**src/rtl/tawas_rcn_pkg.sv**
```systemverilog
// rtl/tawas_rcn_pkg.sv - request/tag-table types and lane-extract helper for the RCN master
package tawas_rcn_pkg;

  typedef struct packed {
    logic        xch;
    logic        wr;
    logic [31:0] addr;
    logic [2:0]  wbreg;
    logic [3:0]  mask;
    logic [31:0] wdata;
  } rcn_req_t;

  typedef struct packed {
    logic       busy;
    logic       need_wb;
    logic [2:0] wbreg;
    logic [3:0] mask;
  } rcn_tag_t;

  typedef enum logic {
    ISS_IDLE,
    ISS_HOLD
  } rcn_iss_state_t;

  // Response words arrive with lanes in place; move the addressed lanes down.
  function automatic logic [31:0] rcn_lane_extract(logic [3:0] mask, logic [31:0] data);
    logic [31:0] r;
    case (mask)
      4'b0011: r = {16'h0000, data[15:0]};
      4'b1100: r = {16'h0000, data[31:16]};
      4'b0001: r = {24'h000000, data[7:0]};
      4'b0010: r = {24'h000000, data[15:8]};
      4'b0100: r = {24'h000000, data[23:16]};
      4'b1000: r = {24'h000000, data[31:24]};
      default: r = data;
    endcase
    return r;
  endfunction

endpackage

```
**src/rtl/tawas_rcn_master_if.sv**
```systemverilog
// rtl/tawas_rcn_master_if.sv - RCN bus request and response channels
interface tawas_rcn_master_if #(
  parameter int TAG_W = 2
);
  logic             breq_vld;
  logic             breq_rdy;
  logic             breq_wr;
  logic             breq_xch;
  logic [31:0]      breq_addr;
  logic [3:0]       breq_mask;
  logic [31:0]      breq_wdata;
  logic [TAG_W-1:0] breq_tag;
  logic             brsp_vld;
  logic [TAG_W-1:0] brsp_tag;
  logic [31:0]      brsp_data;

  modport master (
    output breq_vld, breq_wr, breq_xch, breq_addr, breq_mask, breq_wdata, breq_tag,
    input  breq_rdy, brsp_vld, brsp_tag, brsp_data
  );

  modport slave (
    input  breq_vld, breq_wr, breq_xch, breq_addr, breq_mask, breq_wdata, breq_tag,
    output breq_rdy, brsp_vld, brsp_tag, brsp_data
  );
endinterface

```
**src/rtl/tawas_rcn_fifo.sv**
```systemverilog
// rtl/tawas_rcn_fifo.sv - generic synchronous FIFO with occupancy count
module tawas_rcn_fifo #(
  parameter int WIDTH = 8,
  parameter int DEPTH = 4
) (
  input  logic                     clk,
  input  logic                     rst,
  input  logic                     push,
  input  logic [WIDTH-1:0]         wdata,
  input  logic                     pop,
  output logic [WIDTH-1:0]         rdata,
  output logic                     full,
  output logic                     empty,
  output logic [$clog2(DEPTH):0]   count
);
  localparam int AW = $clog2(DEPTH);
  localparam int CW = AW + 1;

  logic [WIDTH-1:0] mem [DEPTH];
  logic [AW-1:0]    wr_ptr;
  logic [AW-1:0]    rd_ptr;
  logic             do_push;
  logic             do_pop;

  assign full    = (count == CW'(DEPTH));
  assign empty   = (count == '0);
  assign do_pop  = pop && !empty;
  // A push into a full FIFO is still accepted when the head leaves on the same edge.
  assign do_push = push && (!full || do_pop);
  assign rdata   = mem[rd_ptr];

  always_ff @(posedge clk) begin
    if (rst) begin
      wr_ptr <= '0;
      rd_ptr <= '0;
      count  <= '0;
    end else begin
      if (do_push) wr_ptr <= wr_ptr + 1'b1;
      if (do_pop)  rd_ptr <= rd_ptr + 1'b1;
      count <= count + CW'(do_push) - CW'(do_pop);
    end
  end

  always_ff @(posedge clk) begin
    if (do_push) mem[wr_ptr] <= wdata;
  end
endmodule

```
**src/rtl/tawas_rcn_master.sv**
```systemverilog
// rtl/tawas_rcn_master.sv - RCN request queue, tagged bus issue, response tracking and writeback
// Define TAWAS_RCN_ERR_CAPTURE_EN to add sticky rcn_err / rcn_err_addr capture.
module tawas_rcn_master
  import tawas_rcn_pkg::*;
#(
  parameter int FIFO_DEPTH = 4,
  parameter int TAG_W      = 2
) (
  input  logic                    clk,
  input  logic                    rst,
  input  logic                    rcn_cs,
  input  logic                    rcn_xch,
  input  logic                    rcn_wr,
  input  logic [31:0]             rcn_addr,
  input  logic [2:0]              rcn_wbreg,
  input  logic [3:0]              rcn_mask,
  input  logic [31:0]             rcn_wdata,
  output logic                    rcn_full,
  tawas_rcn_master_if.master      bus,
  output logic                    wb_rcn_en,
  output logic [2:0]              wb_rcn_reg,
  output logic [31:0]             wb_rcn_data,
  output logic                    rcn_idle
`ifdef TAWAS_RCN_ERR_CAPTURE_EN
  ,
  output logic                    rcn_err,
  output logic [31:0]             rcn_err_addr
`endif
);
  localparam int NT = 1 << TAG_W;
  localparam int CW = $clog2(FIFO_DEPTH) + 1;

  rcn_req_t        fifo_wdata;
  rcn_req_t        head;
  logic            fifo_pop;
  logic            fifo_full;
  logic            fifo_empty;
  logic [CW-1:0]   fifo_count;
  logic            push_ok;
  logic [CW-1:0]   count_nxt;

  rcn_tag_t        tt [NT];
  logic [NT-1:0]   busy;
  logic [NT-1:0]   busy_nxt;
  logic [TAG_W:0]  free_cnt_nxt;
  logic [TAG_W-1:0] free_tag;
  logic            free_any;

  rcn_iss_state_t  iss_state;
  rcn_iss_state_t  iss_state_nxt;
  logic [TAG_W-1:0] hold_tag;
  logic [TAG_W-1:0] hold_tag_nxt;
  logic [TAG_W-1:0] iss_tag;
  logic            iss_vld;
  logic            issue;
  logic            rsp_hit;

  assign fifo_wdata = '{xch: rcn_xch, wr: rcn_wr, addr: rcn_addr, wbreg: rcn_wbreg,
                        mask: rcn_mask, wdata: rcn_wdata};

  tawas_rcn_fifo #(
    .WIDTH ($bits(rcn_req_t)),
    .DEPTH (FIFO_DEPTH)
  ) u_fifo (
    .clk   (clk),
    .rst   (rst),
    .push  (rcn_cs),
    .wdata (fifo_wdata),
    .pop   (fifo_pop),
    .rdata (head),
    .full  (fifo_full),
    .empty (fifo_empty),
    .count (fifo_count)
  );

  always_comb begin
    for (int i = 0; i < NT; i++) busy[i] = tt[i].busy;
  end

  always_comb begin
    free_tag = '0;
    free_any = 1'b0;
    for (int i = NT - 1; i >= 0; i--) begin
      if (!busy[i]) begin
        free_tag = TAG_W'(i);
        free_any = 1'b1;
      end
    end
  end

  // Once a tag is offered it is held until accepted, even if a lower tag frees meanwhile.
  always_comb begin
    iss_state_nxt = iss_state;
    hold_tag_nxt  = hold_tag;
    iss_vld       = 1'b0;
    iss_tag       = free_tag;
    case (iss_state)
      ISS_IDLE: begin
        if (!fifo_empty && free_any) begin
          iss_vld = 1'b1;
          if (!bus.breq_rdy) begin
            iss_state_nxt = ISS_HOLD;
            hold_tag_nxt  = free_tag;
          end
        end
      end
      ISS_HOLD: begin
        iss_vld = 1'b1;
        iss_tag = hold_tag;
        if (bus.breq_rdy) iss_state_nxt = ISS_IDLE;
      end
      default: iss_state_nxt = ISS_IDLE;
    endcase
  end

  always_ff @(posedge clk) begin
    if (rst) begin
      iss_state <= ISS_IDLE;
      hold_tag  <= '0;
    end else begin
      iss_state <= iss_state_nxt;
      hold_tag  <= hold_tag_nxt;
    end
  end

  assign bus.breq_vld   = iss_vld;
  assign bus.breq_tag   = iss_tag;
  assign bus.breq_wr    = head.wr;
  assign bus.breq_xch   = head.xch;
  assign bus.breq_addr  = head.addr;
  assign bus.breq_mask  = head.mask;
  assign bus.breq_wdata = head.wdata;

  assign issue    = iss_vld && bus.breq_rdy;
  assign fifo_pop = issue;
  assign rsp_hit  = bus.brsp_vld && busy[bus.brsp_tag];
  assign push_ok  = rcn_cs && (!fifo_full || fifo_pop);
  assign count_nxt = fifo_count + CW'(push_ok) - CW'(fifo_pop);

  always_comb begin
    busy_nxt = busy;
    if (rsp_hit) busy_nxt[bus.brsp_tag] = 1'b0;
    if (issue)   busy_nxt[iss_tag]      = 1'b1;
    free_cnt_nxt = '0;
    for (int i = 0; i < NT; i++) free_cnt_nxt = free_cnt_nxt + (TAG_W+1)'(!busy_nxt[i]);
  end

  always_ff @(posedge clk) begin
    if (rst) begin
      for (int i = 0; i < NT; i++) tt[i] <= '0;
      rcn_full    <= 1'b0;
      wb_rcn_en   <= 1'b0;
      wb_rcn_reg  <= '0;
      wb_rcn_data <= '0;
    end else begin
      // Flag is computed from post-edge occupancy so it leads the issue stage by one op.
      rcn_full  <= (count_nxt >= CW'(FIFO_DEPTH - 1)) || (free_cnt_nxt <= (TAG_W+1)'(1));
      wb_rcn_en <= rsp_hit && tt[bus.brsp_tag].need_wb;
      if (rsp_hit) begin
        tt[bus.brsp_tag].busy <= 1'b0;
        wb_rcn_reg  <= tt[bus.brsp_tag].wbreg;
        wb_rcn_data <= rcn_lane_extract(tt[bus.brsp_tag].mask, bus.brsp_data);
      end
      if (issue) begin
        tt[iss_tag] <= '{busy: 1'b1, need_wb: !head.wr || head.xch,
                         wbreg: head.wbreg, mask: head.mask};
      end
    end
  end

  assign rcn_idle = fifo_empty && (busy == '0);

`ifdef TAWAS_RCN_ERR_CAPTURE_EN
  logic push_drop;
  assign push_drop = rcn_cs && !push_ok;

  always_ff @(posedge clk) begin
    if (rst) begin
      rcn_err      <= 1'b0;
      rcn_err_addr <= '0;
    end else if (bus.brsp_vld && !busy[bus.brsp_tag]) begin
      rcn_err      <= 1'b1;
      rcn_err_addr <= 32'hFFFF_FFFF;
    end else if (push_drop) begin
      rcn_err      <= 1'b1;
      rcn_err_addr <= rcn_addr;
    end
  end
`endif

endmodule

```
**src/flat_wrapper.sv**
```systemverilog
// flat-port wrapper written by rule: the top's interface ports become plain ports
module tawas_rcn_master_flat import tawas_rcn_pkg::*;
#(
  parameter int FIFO_DEPTH = 4,
  parameter int TAG_W      = 2
)
  (clk, rst, rcn_cs, rcn_xch, rcn_wr, rcn_addr, rcn_wbreg, rcn_mask, rcn_wdata, rcn_full, wb_rcn_en, wb_rcn_reg, wb_rcn_data, rcn_idle, bus_breq_vld, bus_breq_wr, bus_breq_xch, bus_breq_addr, bus_breq_mask, bus_breq_wdata, bus_breq_tag, bus_breq_rdy, bus_brsp_vld, bus_brsp_tag, bus_brsp_data);
  tawas_rcn_master_if #(.TAG_W(TAG_W)) bus_i ();
  input  logic clk;
  input  logic rst;
  input  logic rcn_cs;
  input  logic rcn_xch;
  input  logic rcn_wr;
  input  logic [31:0] rcn_addr;
  input  logic [2:0] rcn_wbreg;
  input  logic [3:0] rcn_mask;
  input  logic [31:0] rcn_wdata;
  output logic rcn_full;
  output logic wb_rcn_en;
  output logic [2:0] wb_rcn_reg;
  output logic [31:0] wb_rcn_data;
  output logic rcn_idle;
  output wire logic [$bits(bus_i.breq_vld)-1:0] bus_breq_vld;
  output wire logic [$bits(bus_i.breq_wr)-1:0] bus_breq_wr;
  output wire logic [$bits(bus_i.breq_xch)-1:0] bus_breq_xch;
  output wire logic [$bits(bus_i.breq_addr)-1:0] bus_breq_addr;
  output wire logic [$bits(bus_i.breq_mask)-1:0] bus_breq_mask;
  output wire logic [$bits(bus_i.breq_wdata)-1:0] bus_breq_wdata;
  output wire logic [$bits(bus_i.breq_tag)-1:0] bus_breq_tag;
  input wire logic [$bits(bus_i.breq_rdy)-1:0] bus_breq_rdy;
  input wire logic [$bits(bus_i.brsp_vld)-1:0] bus_brsp_vld;
  input wire logic [$bits(bus_i.brsp_tag)-1:0] bus_brsp_tag;
  input wire logic [$bits(bus_i.brsp_data)-1:0] bus_brsp_data;
  assign bus_breq_vld = bus_i.breq_vld;
  assign bus_breq_wr = bus_i.breq_wr;
  assign bus_breq_xch = bus_i.breq_xch;
  assign bus_breq_addr = bus_i.breq_addr;
  assign bus_breq_mask = bus_i.breq_mask;
  assign bus_breq_wdata = bus_i.breq_wdata;
  assign bus_breq_tag = bus_i.breq_tag;
  assign bus_i.breq_rdy = bus_breq_rdy;
  assign bus_i.brsp_vld = bus_brsp_vld;
  assign bus_i.brsp_tag = bus_brsp_tag;
  assign bus_i.brsp_data = bus_brsp_data;
  tawas_rcn_master #(.FIFO_DEPTH(FIFO_DEPTH), .TAG_W(TAG_W)) u_core (.clk(clk), .rst(rst), .rcn_cs(rcn_cs), .rcn_xch(rcn_xch), .rcn_wr(rcn_wr), .rcn_addr(rcn_addr), .rcn_wbreg(rcn_wbreg), .rcn_mask(rcn_mask), .rcn_wdata(rcn_wdata), .rcn_full(rcn_full), .bus(bus_i), .wb_rcn_en(wb_rcn_en), .wb_rcn_reg(wb_rcn_reg), .wb_rcn_data(wb_rcn_data), .rcn_idle(rcn_idle));
endmodule
```
**config.mk**
```make
export PLATFORM = sky130hd
export DESIGN_NAME = tawas_rcn_master_flat
export DESIGN_NICKNAME = d
export VERILOG_FILES = /design/src/rtl/tawas_rcn_pkg.sv /design/src/rtl/tawas_rcn_master_if.sv /design/src/rtl/tawas_rcn_fifo.sv /design/src/rtl/tawas_rcn_master.sv /design/src/flat_wrapper.sv
export SDC_FILE = /design/constraint.sdc
export NUM_CORES = 1
export LEC_CHECK = 0
export ABC_AREA = 1
export CAP_MARGIN = 30
export CORE_ASPECT_RATIO = 1.25
export CORE_MARGIN = 2
export CORE_UTILIZATION = 54
export DETAILED_ROUTE_END_ITERATION = 7
export HOLD_SLACK_MARGIN = 0.06
export PLACE_DENSITY = 0.9
export SYNTH_ARGS = -nofsm -noshare
export SYNTH_HDL_FRONTEND = slang
export SYNTH_SLANG_ARGS = --single-unit
export TNS_END_PERCENT = 10
```
**constraint.sdc**
```tcl
create_clock -name clk -period 6.6 [get_ports clk]
set_input_delay 1.32 -clock clk [delete_from_list [all_inputs] [get_ports clk]]
set_output_delay 1.32 -clock clk [all_outputs]
set_load 0.01 [all_outputs]
```
; Yosys cells after proc, flatten, opt, wreduce, memory -nomap -nowiden
; Memory sizes are Yosys's and may differ from the RTL's. A register that Yosys moved wholly into a read port is not among the register bits.
; Index checks and enable logic that the tools add are counted.
[totals]
regBits = 47
latchBits = 0
ramBits = 328
romBits = 0
output_inout_bits = 111
elab_cells = 105
memories = 2
[op_classes]
n_addsub = 9
n_mul = 0
div = 0
magnitude_cmp = 6
eq_ne = 7
n_shift = 0
mux = 41
bitwise = 5
n_reduce_logical = 26
[mem_list]
columns = name, depth, word_bits, read_ports, rd_clocked_by_memory_dff, wr, line
row1 = u_core.u_fifo.mem, 4, 73, 1, 1, 1, tawas_rcn_fifo.sv:19  ; logic [WIDTH-1:0] mem [DEPTH];
row2 = u_core.tt, 4, 9, 5, 0, 4, tawas_rcn_master.sv:42  ; rcn_tag_t tt [NT];
[op_table]
columns = cell, count
row1 = 32-bit case mux with 6 select lines, 1
row2 = 1-bit two-way mux, 21
row3 = 2-bit two-way mux, 10
row4 = 9-bit two-way mux, 2
row5 = 9-bit OR reduction, 2
row6 = 3-bit by 1-bit adder with 3-bit output, 4
row7 = 1-bit logical AND, 10
row8 = 4-bit by 2-bit == test with 1-bit output (second input constant), 2
row9 = 4-bit == test (second input constant), 2
row10 = 4-bit two-way mux, 2
row11 = 1-bit zero test, 7
row12 = 2-bit by 3-bit less-than comparator with 1-bit output (second input constant), 2
row13 = 3-bit by 1-bit subtractor with 3-bit output, 2
row14 = 2-bit by 1-bit adder with 2-bit output (second input constant), 2
row15 = 4-bit bitwise AND, 1
row16 = 1-bit demux with 2-bit select, 2
row17 = 4-bit by 1-bit == test with 1-bit output (second input constant), 1
row18 = 4-bit by 3-bit == test with 1-bit output (second input constant), 1
row19 = 2-bit by 1-bit >= comparator with 1-bit output (second input constant), 2
row20 = 4-bit zero test, 1
row21 = 1-bit logical OR, 4
row22 = 4-bit inverter, 1
row23 = 4-bit OR, 1
row24 = 1-bit case mux with 2 select lines, 2
row25 = 8 further kinds, 9

; Depth between registers and ports, before layout
; An unclocked memory read counts as a cell.
[logic_depth]
word_depth = 18
ltp_mapped = 15

; Cells and area by module
; A second synthesis with hierarchy kept.
[unflattened]
cells_unflattened = 1246
hier_area_um2 = 15033.2
[modules_own_cells]
columns = module, n_inst, cells_per_inst, area_each_um2
row1 = tawas_rcn_fifo, 1, 775, 11322.1
row2 = tawas_rcn_master, 1, 471, 3711.1

; Least setup slack after synthesis
; OpenSTA, ideal clock, no wires.
[synth_path]
kind = input to register
startpoint = input port bus_breq_rdy
endpoint = memory u_core.u_fifo.mem[0][0] (netlist name), enable pin
setup_ns = 0.505
t_arrival_ns = 4.660
t_required_ns = 6.095
path_slack_ns = 1.436
stages = 4
path_buffers = 0
cell_sequence = nand2_1 nand2_1 nand2_2 nor2_1
[synth_between]
elab_chain_len = 6
[synth_rtl]
columns = element, line
row1 = start: declaration, flat_wrapper.sv:30  ; input wire logic [$bits(bus_i.breq_rdy)-1:0] bus_breq_rdy;
row2 = 1-bit logical AND, tawas_rcn_master.sv:134  ; assign issue = iss_vld && bus.breq_rdy;
row3 = 1-bit logical AND, tawas_rcn_fifo.sv:27  ; assign do_pop = pop && !empty;
row4 = 1-bit logical OR, tawas_rcn_fifo.sv:29  ; assign do_push = push && (!full || do_pop);
row5 = 1-bit logical AND, tawas_rcn_fifo.sv:29
row6 = 1-bit two-way mux, tawas_rcn_fifo.sv:45  ; if (do_push) mem[wr_ptr] <= wdata;
row7 = 1-bit two-way mux (implied by the code), tawas_rcn_fifo.sv:45
row8 = end: declaration, tawas_rcn_fifo.sv:19
; Every way passes these cells.

==> impl_metrics.env <==
export IMPL_drt_pre_antenna_iters=5
export IMPL_run_status="finished clean"
export IMPL_synth_seq_cells=377
export IMPL_total_leakage_power_nw=6.79
export IMPL_required_ns=5.28
export IMPL_pin_count=223
export IMPL_holdBufCountCts=0
export IMPL_crit_chain="inv_4, buf_4, o21ai_0, o22ai_1, clkdlybuf4s50_1"
export IMPL_dieWidth_um=156
export IMPL_crit_family="buffers and inverters"
export IMPL_synthTopCellsByArea="edfxtp_1 (63%), dfxtp_1 (6.8%), nor2_1 (5.1%)"
export IMPL_clk_pin_slew_worst_paths_ns=0.07
export IMPL_cts_setup_buffers=0
export IMPL_cp_max_fo=91
export IMPL_period_needed_ns=4.71
export IMPL_final_util_pct=65.9
export IMPL_layout_commonest_cell="edfxtp_1"
export IMPL_initial_core_util_pct=54.6
export IMPL_critical_path_max_stage_delay_ns=0.66
export IMPL_fin_skew_ns=0.00940
export IMPL_p_per_area_nw_per_um2=359
export IMPL_max_freq_mhz=212
export IMPL_cpMaxStageDelayCell="inv_4"
export IMPL_swShare_pct=30.2
export IMPL_synth_avg_cell_area_um2=11.7
export IMPL_post_drt_via_cell_ratio=5.77
export IMPL_seq_power_share_pct=44.2
export IMPL_clkPwrFrac_pct=29.8
export IMPL_setup_viol=0
export IMPL_antenna_found_initial=5
export IMPL_drv_slew=0
export IMPL_grt_max_degree=109
export IMPL_cts_inserted_buffers=36
export IMPL_yosysUniqueCellTypes=39
export IMPL_final_nets=1590
export IMPL_core_region_area_um2=28400
export IMPL_top_register="u_core.u_fifo.mem"
export IMPL_finalCritPeriodShare_pct=71.4
export IMPL_synth_largest_area_cell="edfxtp_1"
export IMPL_cap_violations=0
export IMPL_finalHoldViolCount=0
export IMPL_cts_tree="yes"
export IMPL_vias=10700
export IMPL_synth_nets=1450
export IMPL_wl_um=35800
export IMPL_area_delta_synth_final_pct=20.7
export IMPL_final_cell_mix="edfxtp_1 (324), clkdlybuf4s50_1 (222), nor2_1 (205)"
export IMPL_grt_pass1_wl_um=54900
export IMPL_htreeDepth=2
export IMPL_fin_cells=1851
export IMPL_p_int_mw=4.69
export IMPL_gp_congestion=0.860
export IMPL_dp_cells=1785
export IMPL_hold_path_class="reg2reg"
export IMPL_cp_start_kind="flip-flop"
export IMPL_setup_tns_ns=0
export IMPL_cts_root_buffer="clkbuf_16"
export IMPL_post_cts_resized=0
export IMPL_drt_iter0_drc=1057
export IMPL_clock_latency_ns=0.53
export IMPL_hpwl_um=21400
export IMPL_critPathCaptureType="output port"
export IMPL_grtUsageTotal_pct=23.2
export IMPL_fillers=1837
export IMPL_num_rows=69
export IMPL_critPathArrivalTime_ns=3.39
export IMPL_cts_buffer_depth=3
export IMPL_die_area_um2=30100
export IMPL_grt_pass1_vias=10400
export IMPL_clkSinkCount=377
export IMPL_fin_area_um2=18700
export IMPL_drive_gt1_share_pct=7.50
export IMPL_p_sw_mw=2.03
export IMPL_syn_cell_area_um2=15500
export IMPL_ys_seq_area_share_pct=69.5
export IMPL_place_area_um2=17600
export IMPL_yosysTopAreaCellShare_pct=62.7
export IMPL_timing_slew_headroom_pct=30.7
export IMPL_criticalPathCategory="reg2out"
export IMPL_die_h_um=194
export IMPL_largest_register_ffs=292
export IMPL_wire_per_inst_um=19.4
export IMPL_vdd_drop_max_uv=272
export IMPL_worst_path_buf_inv=3
export IMPL_worst_slew_pin_slew_ns=1.04
export IMPL_syn_inst=1328
export IMPL_rsz0062_at_grt="no"
export IMPL_portBuffers=222
export IMPL_reg_top3="u_core.u_fifo.mem x292, u_core.tt x36, u_core.wb_rcn_data x32"
export IMPL_drc=0
export IMPL_ant_nets=0
export IMPL_yosysWarnings=0
export IMPL_combPwrFrac_pct=26.1
export IMPL_overflow=0
power by group through the flow:
stage / clock network, mW / registers (mW) / logic [mW]
floorplan: 0 / 2.99 / 1.17
finish: 2.00 / 2.97 / 1.75
global placement: 0 / 3.00 / 1.64
CTS: 2.02 / 2.96 / 1.75
global route: 2.11 / 2.98 / 1.89
detailed placement: 0 / 3.01 / 1.72
cell type report:
| cell class | instances | area [um^2] | area share, % |
|---|---|---|---|
| antenna | 3 | 7.51 | 0.0401 |
| clock buffer | 42 | 955 | 5.10 |
| clock inverter | 21 | 176 | 0.942 |
| inverter | 50 | 190 | 1.02 |
| multi-input combinational | 769 | 3770 | 20.1 |
| sequential | 377 | 10800 | 57.6 |
| tap | 355 | 444 | 2.37 |
| timing repair buffer | 234 | 2390 | 12.8 |
through the flow:
step                      hold WS, ns  power [mW]  setup WS (ns)
final                           0.455        6.72           1.89
after floorplan                 0.436        4.15           1.44
after global routing            0.466        6.98           1.70
after global placement          0.437        4.64           2.40
after detailed placement        0.441        4.73           2.29
after CTS                       0.454        6.73           1.89
synthesized netlist by cell type (all sizes together):
cell	instances
edfxtp	324
a32o	3
a211oi	1
dfxtp	53
nor4	1
a21oi	21
a22oi	1
nand3	65
inv	49
ha	8
clkbuf	40
or2	1
buf	92
a31oi	10
nand2	214
a32oi	4
fa	2
xor2	2
nor3	3
xnor2	1
nand4	2
a221oi	3
nor2	217
o22ai	65
clkinv	1
o21ai	145
routing by layer:
layer | track usage, % | vias up | routed length (um)
met2 | 39.8 | 615 | 17900
met4 | 9.55 | 4 | 1290
met1 | 27.1 | 5083 | 12700
li1 | - | 4886 | -
met5 | 0 | - | 30
met3 | 6.97 | 97 | 3910
logic make-up (layout without fill, tap and decap cells):
| group | Yosys count | in the layout | synth area share [%] |
|---|---|---|---|
| simple gates | 503 | 503 | 13.9 |
| xor+xnor | 3 | 3 | 0.169 |
| buf+inv | 182 | 347 | 6.38 |
| other cells | 0 | 3 | 0 |
| compound gates | 253 | 253 | 9.13 |
| flops | 377 | 377 | 69.5 |
| fa+ha+maj | 10 | 10 | 0.903 |
worst reg2reg max path: stages (launching register included):
cell and delay (ns):
dfxtp_4 0.48, inv_4 0.67, buf_4 0.65, nor2_1 0.10, nor2_1 0.09, o21ai_0 0.11, a21oi_1 0.58, nor2_1 0.11
worst paths after layout:
kind | startpoint | endpoint | slack (ns) | cells after the start
max | flip-flop | bus_breq_addr[24] | 1.89 | 5
min | u_core.wb_rcn_data[23] | u_core.wb_rcn_data[23] | 0.45 | 2
max reg2reg | flip-flop | u_core.tt[1][7] | 3.53 | 7
min reg2reg | u_core.wb_rcn_data[23] | u_core.wb_rcn_data[23] | 0.45 | 2
Note: power is estimated with default switching activity, not from simulation.
